$ cat config.mk
export PLATFORM = sky130hd
export DESIGN_NAME = inst_loader
export DESIGN_NICKNAME = d
export VERILOG_FILES = /design/src/rtl/inst_loader.sv
export SDC_FILE = /design/constraint.sdc
export NUM_CORES = 1
export LEC_CHECK = 0
export CORE_MARGIN = 5
export CORE_UTILIZATION = 23
export DETAILED_ROUTE_END_ITERATION = 7
export PLACE_DENSITY = 0.45
export RECOVER_POWER = 100
export SYNTH_ARGS = -nofsm -noshare
export SYNTH_HDL_FRONTEND = slang
export SYNTH_SLANG_ARGS = --single-unit
$ cat constraint.sdc
create_clock -name i_clk -period 2.25 [get_ports i_clk]
set_clock_uncertainty 0.2 [all_clocks]
set_input_delay 0.45 -clock i_clk [delete_from_list [all_inputs] [get_ports i_clk]]
set_output_delay 0.45 -clock i_clk [all_outputs]
set_load 0.05 [all_outputs]
$ cat src/rtl/inst_loader.sv
// rtl/inst_loader.sv - UART-fed instruction memory program loader
//
// Waits for SYNC_BYTE, then packs received bytes into WORD_W-bit words and
// issues one instruction-memory write per completed word. Loading stops on
// an all-zero terminator word (DONE) or when a non-zero word lands on the
// last memory address (ERR with overflow).
//
// Optional feature: define LOADER_CHECKSUM_EN to add a CSUM state. In CSUM
// the byte following the terminator is compared against the running XOR of
// all data bytes; a mismatch goes to ERR and raises o_csum_err.
//
// Ports:
//   i_clk        clock, all logic on the rising edge
//   i_rst        synchronous active-high reset
//   i_rx_data    received byte
//   i_rx_valid   one-cycle strobe qualifying i_rx_data
//   i_start      one-cycle pulse, re-arms from DONE/ERR back to IDLE
//   o_wr_en      one-cycle memory write strobe
//   o_wr_addr    word address of the write
//   o_wr_data    assembled word
//   o_busy       high while receiving (and in CSUM)
//   o_done       high in DONE
//   o_err        high in ERR
//   o_overflow   sticky, set when ERR was caused by a full memory
//   o_word_count words written, including the terminator
//   o_csum_err   (LOADER_CHECKSUM_EN only) checksum mismatch flag

module inst_loader #(
  parameter int         WORD_W     = 32,
  parameter int         ADDR_W     = 8,
  parameter logic [7:0] SYNC_BYTE  = 8'hAA,
  parameter bit         BIG_ENDIAN = 1'b1
) (
  input  logic              i_clk,
  input  logic              i_rst,
  input  logic [7:0]        i_rx_data,
  input  logic              i_rx_valid,
  input  logic              i_start,
  output logic              o_wr_en,
  output logic [ADDR_W-1:0] o_wr_addr,
  output logic [WORD_W-1:0] o_wr_data,
  output logic              o_busy,
  output logic              o_done,
  output logic              o_err,
  output logic              o_overflow,
`ifdef LOADER_CHECKSUM_EN
  output logic              o_csum_err,
`endif
  output logic [ADDR_W:0]   o_word_count
);

  localparam int NB    = WORD_W / 8;
  localparam int IDX_W = (NB > 1) ? $clog2(NB) : 1;

  typedef enum logic [2:0] {
    S_IDLE,
    S_RECV,
    S_DONE,
    S_ERR,
    S_CSUM
  } state_t;

  state_t             r_state;
  logic [IDX_W-1:0]   r_idx;
  logic [WORD_W-1:0]  r_asm;
  logic [ADDR_W:0]    r_count;
  logic               r_wr_en;
  logic [ADDR_W-1:0]  r_wr_addr;
  logic [WORD_W-1:0]  r_wr_data;
  logic               r_busy;
  logic               r_done;
  logic               r_err;
  logic               r_overflow;
`ifdef LOADER_CHECKSUM_EN
  logic [7:0]         r_xor;
  logic               r_csum_err;
`endif

  logic [IDX_W-1:0]   w_pos;
  logic [WORD_W-1:0]  w_word;
  logic               w_last_byte;

  // Byte lane the incoming byte lands in; big-endian fills from the MSB down.
  assign w_pos       = BIG_ENDIAN ? (IDX_W'(NB - 1) - r_idx) : r_idx;
  assign w_last_byte = (r_idx == IDX_W'(NB - 1));

  // Assembly register with the current byte merged in, so the completed word
  // can be written on the same edge that captures its final byte.
  always_comb begin
    w_word = r_asm;
    for (int i = 0; i < NB; i++) begin
      if (IDX_W'(i) == w_pos) begin
        w_word[i*8 +: 8] = i_rx_data;
      end
    end
  end

  always_ff @(posedge i_clk) begin
    if (i_rst) begin
      r_state    <= S_IDLE;
      r_idx      <= '0;
      r_asm      <= '0;
      r_count    <= '0;
      r_wr_en    <= 1'b0;
      r_wr_addr  <= '0;
      r_wr_data  <= '0;
      r_busy     <= 1'b0;
      r_done     <= 1'b0;
      r_err      <= 1'b0;
      r_overflow <= 1'b0;
`ifdef LOADER_CHECKSUM_EN
      r_xor      <= '0;
      r_csum_err <= 1'b0;
`endif
    end else begin
      r_wr_en <= 1'b0;
      case (r_state)
        S_IDLE: begin
          if (i_rx_valid && (i_rx_data == SYNC_BYTE)) begin
            r_state <= S_RECV;
            r_busy  <= 1'b1;
            r_count <= '0;
            r_idx   <= '0;
`ifdef LOADER_CHECKSUM_EN
            r_xor   <= '0;
`endif
          end
        end
        S_RECV: begin
          if (i_rx_valid) begin
            r_asm <= w_word;
`ifdef LOADER_CHECKSUM_EN
            r_xor <= r_xor ^ i_rx_data;
`endif
            if (w_last_byte) begin
              r_idx     <= '0;
              r_wr_en   <= 1'b1;
              r_wr_data <= w_word;
              r_wr_addr <= r_count[ADDR_W-1:0];
              r_count   <= r_count + 1'b1;
              if (w_word == '0) begin
                // Terminator wins even at the last address.
`ifdef LOADER_CHECKSUM_EN
                r_state <= S_CSUM;
`else
                r_state <= S_DONE;
                r_busy  <= 1'b0;
                r_done  <= 1'b1;
`endif
              end else if (&r_count[ADDR_W-1:0]) begin
                r_state    <= S_ERR;
                r_busy     <= 1'b0;
                r_err      <= 1'b1;
                r_overflow <= 1'b1;
              end
            end else begin
              r_idx <= r_idx + 1'b1;
            end
          end
        end
`ifdef LOADER_CHECKSUM_EN
        S_CSUM: begin
          if (i_rx_valid) begin
            r_busy <= 1'b0;
            if (i_rx_data == r_xor) begin
              r_state <= S_DONE;
              r_done  <= 1'b1;
            end else begin
              r_state    <= S_ERR;
              r_err      <= 1'b1;
              r_csum_err <= 1'b1;
            end
          end
        end
`endif
        S_DONE, S_ERR: begin
          if (i_start) begin
            r_state    <= S_IDLE;
            r_done     <= 1'b0;
            r_err      <= 1'b0;
            r_overflow <= 1'b0;
`ifdef LOADER_CHECKSUM_EN
            r_csum_err <= 1'b0;
`endif
          end
        end
        default: begin
          r_state <= S_IDLE;
          r_busy  <= 1'b0;
        end
      endcase
    end
  end

  assign o_wr_en      = r_wr_en;
  assign o_wr_addr    = r_wr_addr;
  assign o_wr_data    = r_wr_data;
  assign o_busy       = r_busy;
  assign o_done       = r_done;
  assign o_err        = r_err;
  assign o_overflow   = r_overflow;
  assign o_word_count = r_count;
`ifdef LOADER_CHECKSUM_EN
  assign o_csum_err   = r_csum_err;
`endif

endmodule

* Word level (Yosys, flattened, before mapping) *
Cells that the tools add are included.

word-level totals
  output and inout port bits = 54
  logic and storage cells = 85
  register bits = 90

operators by class
  bitwise operators = 3
  $add $sub $neg = 3
  equal/unequal tests = 16
  reduce and logical (&&, ||, !) cells = 17
  muxes and demuxes = 36

operators by type and width
  operator                                                          number
  32-bit zero test                                                  1
  8-bit two-way mux                                                 4
  9-bit two-way mux                                                 3
  3-bit two-way mux                                                 6
  9-bit one-hot mux with 2 select lines                             1
  5-bit AND reduction                                               3
  1-bit two-way mux                                                 14
  2-bit inequality test (second input constant)                     7
  9-bit by 1-bit adder with 9-bit output (second input constant)    1
  3-bit one-hot mux with 3 select lines                             1
  8-bit == test (second input constant)                             1
  8-bit AND reduction                                               1
  3-bit by 2-bit == test with 1-bit output (second input constant)  2
  2-bit two-way mux                                                 3
  3-bit AND reduction                                               2
  6-bit AND reduction                                               1
  2-bit == test (first input constant)                              2
  1-bit one-hot mux with 2 select lines                             2
  2-bit one-hot mux with 2 select lines                             1
  4-bit AND reduction                                               1
  2-bit nonzero test                                                2
  3-bit by 1-bit == test with 1-bit output (second input constant)  1
  3-bit zero test                                                   1
  3-bit inequality test (second input constant)                     1
  11 further kinds                                                  13

* Logic depth before layout (Yosys ltp) *
Gate-level depths: netlist (run 1).

  depth in word-level cells = 8
  depth in mapped cells = 8

* Worst setup path before layout (run 1) *
Ideal clock, no wire load.

  kind = register -> register
  start = reg r_idx[0]
  end = reg r_state[0]
  data required time = 1931 ps
  arrival = 1958 ps
  buffers on the path = 1
  clock period less this slack = 2277 ps
  library setup time = 119 ps
  cell stages (with the launch flop) = 8
  slack = -27 ps
  cells stage by stage = dfxtp_1 > inv_1 > ha_1 > buf_2 > or3_1 > a222oi_1 > nand3_1 > o221a_2

between the ends
  longest elaborated chain between the ends = 8
  elaborated cells on any way between the ends = 18
  those cells by class = 1 x add/sub; 6 x eq/ne; 8 x mux; 3 x reduce/logical

RTL lines
  item                                                                    RTL line  text
  from (decl)                                                             64        logic [IDX_W-1:0] r_idx;
  from (signal assigned)                                                  157       r_idx <= r_idx + 1'b1;
  2-bit subtractor                                                        84        assign w_pos = BIG_ENDIAN ? (IDX_W'(NB - 1) - r_idx) : r_idx;
  1-bit by 2-bit == test with 1-bit output, or another cell as far along  92        if (IDX_W'(i) == w_pos) begin
  8-bit two-way mux                                                       92
  32-bit zero test                                                        141       if (w_word == '0) begin
  3-bit two-way mux                                                       141
  3-bit two-way mux                                                       135       if (w_last_byte) begin
  3-bit two-way mux                                                       130       if (i_rx_valid) begin
  3-bit one-hot mux with 3 select lines                                   117       case (r_state)
  to (signal assigned)                                                    120       r_state <= S_RECV;
  to (signal assigned)                                                    146       r_state <= S_DONE;
  to (signal assigned)                                                    151       r_state <= S_ERR;
  to (decl)                                                               63        state_t r_state;

Parallel ways exist; a longest one is shown, timed or not. The select of a mux whose other input is x is not followed.
A chain may end at the register's enable or synchronous reset.

* Worst setup path after layout (run 1) *
  start = reg r_idx[0]
  end = reg r_busy (netlist: o_busy)

between the ends
  longest elaborated chain between the ends = 8
  elaborated cells on any way between the ends = 18
  those cells by class = 1 x add/sub; 6 x eq/ne; 8 x mux; 3 x reduce/logical

RTL lines
  item                                                                    RTL line  text
  2-bit subtractor                                                        84
  1-bit by 2-bit == test with 1-bit output, or another cell as far along  92
  8-bit two-way mux                                                       92
  32-bit zero test                                                        141
  1-bit two-way mux                                                       141
  1-bit two-way mux                                                       135
  1-bit two-way mux                                                       130
  1-bit one-hot mux with 3 select lines                                   117
  to (signal assigned)                                                    121       r_busy <= 1'b1;
  to (signal assigned)                                                    147       r_busy <= 1'b0;
  to (signal assigned)                                                    152       r_busy <= 1'b0;
  to (decl)                                                               70        logic r_busy;

Parallel ways exist; a longest one is shown, timed or not. The select of a mux whose other input is x is not followed.

==> results of run 1 <==
-- layer usage --
| metal | vias up | global-route usage (%) |
|---|---|---|
| li1 | 1840 | - |
| met1 | 1754 | 16.8 |
| met2 | 90 | 19.8 |
| met3 | 11 | 3.17 |
| met4 | 0 | 3.13 |
| met5 | - | 0 |
-- state kept, by name, summed over array words and instances (netlist names) --
signal,flops
o_wr_data,32
r_asm,32
o_word_count,9
o_wr_addr,8
r_idx,2
r_state,2
o_busy,1
o_done,1
o_overflow,1
o_wr_en,1
-- worst max path at each step --
stage | startpoint | slack, ns | endpoint | cells past startpoint
2_1_floorplan | r_idx[0] | 0.01 | r_state[0] | 7
3_3_place_gp | i_rx_data[0] | -0.39 | r_state[0] | 6
3_5_place_dp | i_rx_data[5] | -0.45 | r_state[0] | 6
4_1_cts | r_idx[1] | -0.07 | o_busy | 9
5_1_grt | r_idx[1] | -0.22 | o_busy | 9
6_report | r_idx[0] | -0.11 | o_busy | 7
-- timing repair --
| item | 4_1_cts | 5_1_grt |
|---|---|---|
| cloned | 1 | 0 |
| pin swaps | 9 | 3 |
| gates resized for setup | 22 | 13 |
| endpoints found under the setup margin | 9 | 16 |
| buffers inserted | 4 | 0 |
-- layout by cell type, fill, tap and decap left out, drive strengths merged, types with 3 or more instances in the layout --
cell           synthesis  layout
inv                    5       6
clkbuf                29      46
dlymetal6s2s           0       5
and3                   4       4
ha                     5       5
o2111ai                6       6
o21ai                  4       4
clkdlybuf4s50          0      29
or3b                   3       3
nor4                   5       5
nand2b                 3       3
buf                   14      52
nand2                 89      89
xor2                   7       7
and2                   5       5
nand3                  3       3
nor2                  53      53
mux2i                 32      32
or3                    4       4
a21oi                 47      47
a211oi                32      32
clkinvlp               0       3
nor3                   5       5
dfxtp                 89      89
-- kinds of logic (layout without fill, tap and decap cells) --
kind of cell               count (synthesis)  after routing
and+or+nand+nor                          185            185
AOI/OAI and AO/OA                        105            105
DFF                                       89             89
buffers and inverters                     48            144
muxes                                     34             34
xor gates and xnor gates                   7              7
adders and majority gates                  5              5
-- final cells by class --
cell class / count / area, µm²
Inverter: 5 / 21.3
Timing Repair Buffer: 123 / 940
Clock inverter: 6 / 66.3
Sequential cell: 89 / 1790
Tap cell: 225 / 282
Clock buffer: 10 / 229
Multi-Input combinational cell: 336 / 2080
Fill cell: 1815 / 11700
-- stage by stage --
| stage | utilization, % | power (µW) | std cells | TNS (ns) | area, µm² |
|---|---|---|---|---|---|
| floorplan | - | 1670 | 473 | 0 | 3980 |
| CTS | 32.4 | 3280 | 794 | -0.112 | 5550 |
| finish | 31.6 | 3220 | 794 | -0.242 | 5410 |
| global route | 31.6 | 3350 | 794 | -1.41 | 5410 |
| detailed placement | 29.9 | 1750 | 773 | -7.71 | 5120 |
| global placement | 29.9 | 1750 | 773 | -6.17 | 5120 |
-- critical path: stages (launching register included) --
cell	delay (ns)
dfxtp_4	0.36
inv_1	0.15
ha_1	0.32
o21bai_1	0.20
o2111ai_2	0.21
a2111o_1	0.44
o311ai_1	0.26
and3_1	0.18
-- power by group --
part | switching (µW) | internal (µW) | leakage (µW)
sequential | 0.227 | 1570 | 0.000718
clock | 643 | 863 | 0.000135
combinational | 85.2 | 58.6 | 0.000973
total | 729 | 2500 | 0.00183
==> qor.yml, run 1 <==
synth:
  synthTopCellsByArea: "dfxtp_1, nand2_1, mux2i_1, a211oi_1, a21oi_1"
  synth_xor_area_share_pct: 1.54
  yosysTopAreaCell: "dfxtp_1"
  synth_adder_area_share_pct: 1.57
  synth-seq-area-share_pct: 44.8
  syn_avg_cell_area_um2: 8.41
  synthCells: 473
  synth_compound_area_share_pct: 17.6
  syn_area_um2: 3980
  ys_ff_latch: 89
  ys_warn_count: 0
  async_flop_share_pct: 0
  muxShareOfSynthArea_pct: 8.62
  synth_nets: 490
  synth_top_cell_area_share_pct: 44.8
  ys_types: 46
  yosys-top-cells-count: "dfxtp_1, nand2_1, nor2_1"
  yosys_most_used_dff: "dfxtp_1"
  synth_top_family_by_area: "simple AND/OR/NAND/NOR gates"
  synth-simple-area-share_pct: 20.8
  synth_edf_count: 0
clock_tree:
  ctsLongestPathBuffers: 2
  clk-insertion-delay-late_ns: 0.35
  clockRootBuffer: "clkbuf_16"
  hold_buffers: 0
  cts_buffers: 9
  tritoncts: "yes"
  path_clk_slew_ns: 0.07
  htreeDepth: 3
  clock-sinks: 89
drt:
  wl_per_cell_um: 15.5
  ant_nets: 0
  drt-pass1-iter-count: 4
  route.met3.wl_um: 645
  route.met2.wl_mm: 5.63
  drc_errors: 0
  vias: 3695
  viasPerCell: 4.65
  drt_wl_total_mm: 12.3
  highest-signal-layer: "met4"
  wl_met1_mm: 5.87
  drtIter0Drc: 195
min_path:
  whs_path_depth: 2
  holdCritPathClass: "reg -> reg"
  worstHoldStart: "o_wr_addr[5]"
  hold_end: "o_wr_addr[5]"
layout:
  drive_above_1_share_pct: 16.7
  nets: 581
  syn2layout_area_growth_pct: 35.9
  insertedDiodeCount: 0
setup_path:
  critPathLaunchType: "flop"
  end_kind: "flop"
  arrival_ns: 2.46
  r2r_setup_slack_ns: -0.11
  rr_endpoint: "o_busy"
  critPathKind: "reg -> reg"
  required_ns: 2.34
  reg2reg_depth: 7
  r2r_start: "r_idx[0]"
  path_max_fanout: 5
pwr:
  p_per_area_nw_per_um2: 596
  ir_drop_mv: 0.297
  leakagePower_uw: 0.00183
die:
  start_util_pct: 23.2
  io_pins: 66
  die-width_um: 142
  core_um2: 17100
  row_count: 48
  die_h_um: 142
  dieArea_um2: 20000
global_route:
  grt_max_degree: 46
  antenna_found_initial: 0
  grt_usage_pct: 12.4
  grt_pass1_wl_mm: 19.9
  grt_pass1_vias: 3617
  grt_overflow_total: 0
timing:
  rsz0062_at_grt: "yes"
  finalWorstSetupSlack_ns: -0.114
  hold_violations: 0
  final.min_clock_period_ns: 2.36
  fin_crit_sh_pct: 105
  worst_hold_slack_ns: 0.257
  slew_violations: 0
  worst_pin_slew_ns: 0.636
  fmax_mhz: 423
  slew_headroom_pct: 57.8
  setup_viol: 4
placed_design:
  port_buffers: 65
  pre_cts_ws_ns: -0.451
  hpwl_mm: 8.98
  routabilityCongestion: 0.856
run_status:
  failed_checks: "negative setup slack"
  status: "complete, but fails checks"
run:
  maxCapViolations: 0
No activity file was read; power rests on OpenSTA's default activity.
==> run 2, diff against run 1 <==
--- a/config.mk
+++ b/config.mk
@@ -5,11 +5,13 @@
 export SDC_FILE = /design/constraint.sdc
 export NUM_CORES = 1
 export LEC_CHECK = 0
+export CAP_MARGIN = 0
 export CORE_MARGIN = 5
 export CORE_UTILIZATION = 23
 export DETAILED_ROUTE_END_ITERATION = 7
 export PLACE_DENSITY = 0.45
 export RECOVER_POWER = 100
+export REMOVE_ABC_BUFFERS = 1
 export SYNTH_ARGS = -nofsm -noshare
 export SYNTH_HDL_FRONTEND = slang
 export SYNTH_SLANG_ARGS = --single-unit
==> run 2 against run 1 <==
Compared with the run above: critical path type unchanged; sequential cell count unchanged; global-route usage up 0.10 points; register-to-register slack improved by 0.03 ns; critical endpoint is now o_overflow; utilization grew 1.4 points; the run still ends with negative setup slack left.
==> qor.yml, run 2 (synthesis results as in run 1) <==
timing:
  worst_hold_slack_ns: 0.262  # was 0.257 ns
  final.min_clock_period_ns: 2.34  # was 2.36 ns
  rsz0062_at_grt: "yes"  # unchanged
  slew_violations: 0  # unchanged
  slew_headroom_pct: 59.4  # was 57.8%
  fmax_mhz: 428  # was 423 MHz
  setup_viol: 13  # was 4
  fin_crit_sh_pct: 104  # was 105%
  worst_pin_slew_ns: 0.609  # was 0.636 ns
  finalWorstSetupSlack_ns: -0.0875  # was -0.114 ns
  hold_violations: 0  # unchanged
min_path:
  holdCritPathClass: "reg -> reg"  # unchanged
  worstHoldStart: "o_wr_addr[1]"  # was o_wr_addr[5]
  whs_path_depth: 2  # unchanged
clock_tree:
  path_clk_slew_ns: 0.07  # about the same
  clk-insertion-delay-late_ns: 0.34  # was 0.35 ns
  clock-sinks: 89  # unchanged
  cts_buffers: 9  # unchanged
  ctsLongestPathBuffers: 2  # unchanged
  hold_buffers: 0  # unchanged
  tritoncts: "yes"  # unchanged
  htreeDepth: 3  # unchanged
  clockRootBuffer: "clkbuf_16"  # unchanged
layout:
  drive_above_1_share_pct: 19.7  # was 16.7%
  nets: 595  # was 581
  layout_common_cells: "nand2_1, dfxtp_1, buf_4"  # was nand2_1, dfxtp_1, nor2_1
  syn2layout_area_growth_pct: 41.7  # was 35.9%
  insertedDiodeCount: 0  # unchanged
  fillers: 1809  # was 1815
  final_common_cell: "nand2_1"  # unchanged
drt:
  vias: 3668  # was 3695
  ant_nets: 0  # unchanged
  viasPerCell: 4.54  # was 4.65
  drt-pass1-iter-count: 5  # was 4
  wl_per_cell_um: 15.3  # was 15.5 µm
  drtIter0Drc: 162  # was 195
  drc_errors: 0  # unchanged
  drt_wl_total_mm: 12.4  # was 12.3 mm
setup_path:
  r2r_start: "r_idx[0]"  # unchanged
  arrival_ns: 2.38  # was 2.46 ns
  required_ns: 2.29  # was 2.34 ns
  crit_path_start: "r_idx[0]"  # unchanged
  path_max_fanout: 5  # unchanged
  end_kind: "flop"  # unchanged
  reg2reg_depth: 8  # was 7
  critPathLaunchType: "flop"  # unchanged
  critPathKind: "reg -> reg"  # unchanged
die:
  row_count: 48  # unchanged
  io_pins: 66  # unchanged
  core_um2: 17100  # unchanged
  die_h_um: 142  # unchanged
  die-width_um: 142  # unchanged
  dieArea_um2: 20000  # unchanged
  start_util_pct: 23.2  # unchanged
run_status:
  failed_checks: "negative setup slack"  # unchanged
  status: "complete, but fails checks"  # unchanged
global_route:
  grt_pass1_wl_mm: 19.9  # about the same
  grt_overflow_total: 0  # unchanged
  grt_max_degree: 44  # was 46
  grt_pass1_vias: 3690  # was 3617
  grt_usage_pct: 12.5  # was 12.4%
  antenna_found_initial: 0  # unchanged
placed_design:
  port_buffers: 65  # unchanged
  hpwl_mm: 9.04  # was 8.98 mm
  pre_cts_ws_ns: -0.484  # was -0.451 ns
  routabilityCongestion: 0.860  # was 0.856
pwr:
  power_frac_seq_pct: 47.8  # was 48.8%
  p_clk_share_pct: 47.6  # was 46.7%
  power_uw: 3290  # was 3220 µW
  pwr-share-comb_pct: 4.6  # was 4.5%
  switching_share_pct: 22.2  # was 22.6%
  internal-power_uw: 2560  # was 2500 µW
  leakagePower_uw: 0.00200  # was 0.00183 µW
  p_sw_uw: 732  # was 729 µW
  p_per_area_nw_per_um2: 584  # was 596 nW/µm²
  ir_drop_mv: 0.289  # was 0.297 mV
run:
  maxCapViolations: 0  # unchanged
-- run 2: path summary, 6_finish.rpt --
check	endpoint	slack (ns)
setup reg to reg	o_overflow	-0.09
setup / recovery	o_overflow	-0.09
hold reg to reg	o_wr_addr[1]	0.26
hold / removal	o_wr_addr[1]	0.26
-- run 2: layout make-up --
class,instances,area (µm²),share of cell area (%)
Multi-Input combinational cell,336,2130,37.7
Sequential cell,89,1790,31.7
Timing Repair Buffer,137,1110,19.7
Tap cell,225,282,4.99
Clock buffer,12,256,4.55
Clock inverter,4,51.3,0.910
Inverter,5,22.5,0.400
-- run 2: metal layers --
| metal | vias up | share of wire (%) | GRT usage, % | routed length (µm) |
|---|---|---|---|---|
| met2 | 67 | 47 | 20.0 | 5810 |
| met1 | 1729 | 47 | 16.2 | 5790 |
| met3 | 13 | 4.9 | 3.94 | 611 |
| met5 | - | 0 | 0 | 0 |
| met4 | 0 | 1.5 | 4.04 | 184 |
| li1 | 1859 | - | - | - |
-- run 2: power groups by stage --
stage	combinational, µW	clock, µW	sequential [µW]
finish	152	1560	1570
global route	163	1690	1570
CTS	153	1620	1570
detailed placement	150	0	1610
global placement	149	0	1610
floorplan	24.0	0	1610
-- run 2: per-stage QoR --
step / util [%] / area [µm²] / setup TNS (ns) / std cells
3_3_place_gp: 30.3 / 5180 / -6.70 / 779
3_5_place_dp: 30.3 / 5180 / -7.92 / 779
6_report: 32.9 / 5640 / -0.770 / 808
4_1_cts: 33.3 / 5690 / -0.135 / 803
5_1_grt: 32.9 / 5640 / -5.10 / 808
2_1_floorplan: - / 3790 / -19.28 / 430
-- run 2: critical path, cell delays in order (launching register included) --
cell	delay [ns]
dfxtp_4	0.36
buf_6	0.12
ha_4	0.16
buf_12	0.13
mux2i_2	0.21
o2111ai_2	0.19
a2111oi_4	0.45
nand3_4	0.16
o221a_4	0.26
-- run 2: repair_timing --
action,in CTS,in global routing
resized for setup,35,12
gates cloned,0,0
endpoints found under the setup margin,17,15
buffers inserted,8,5
pin swaps,11,6
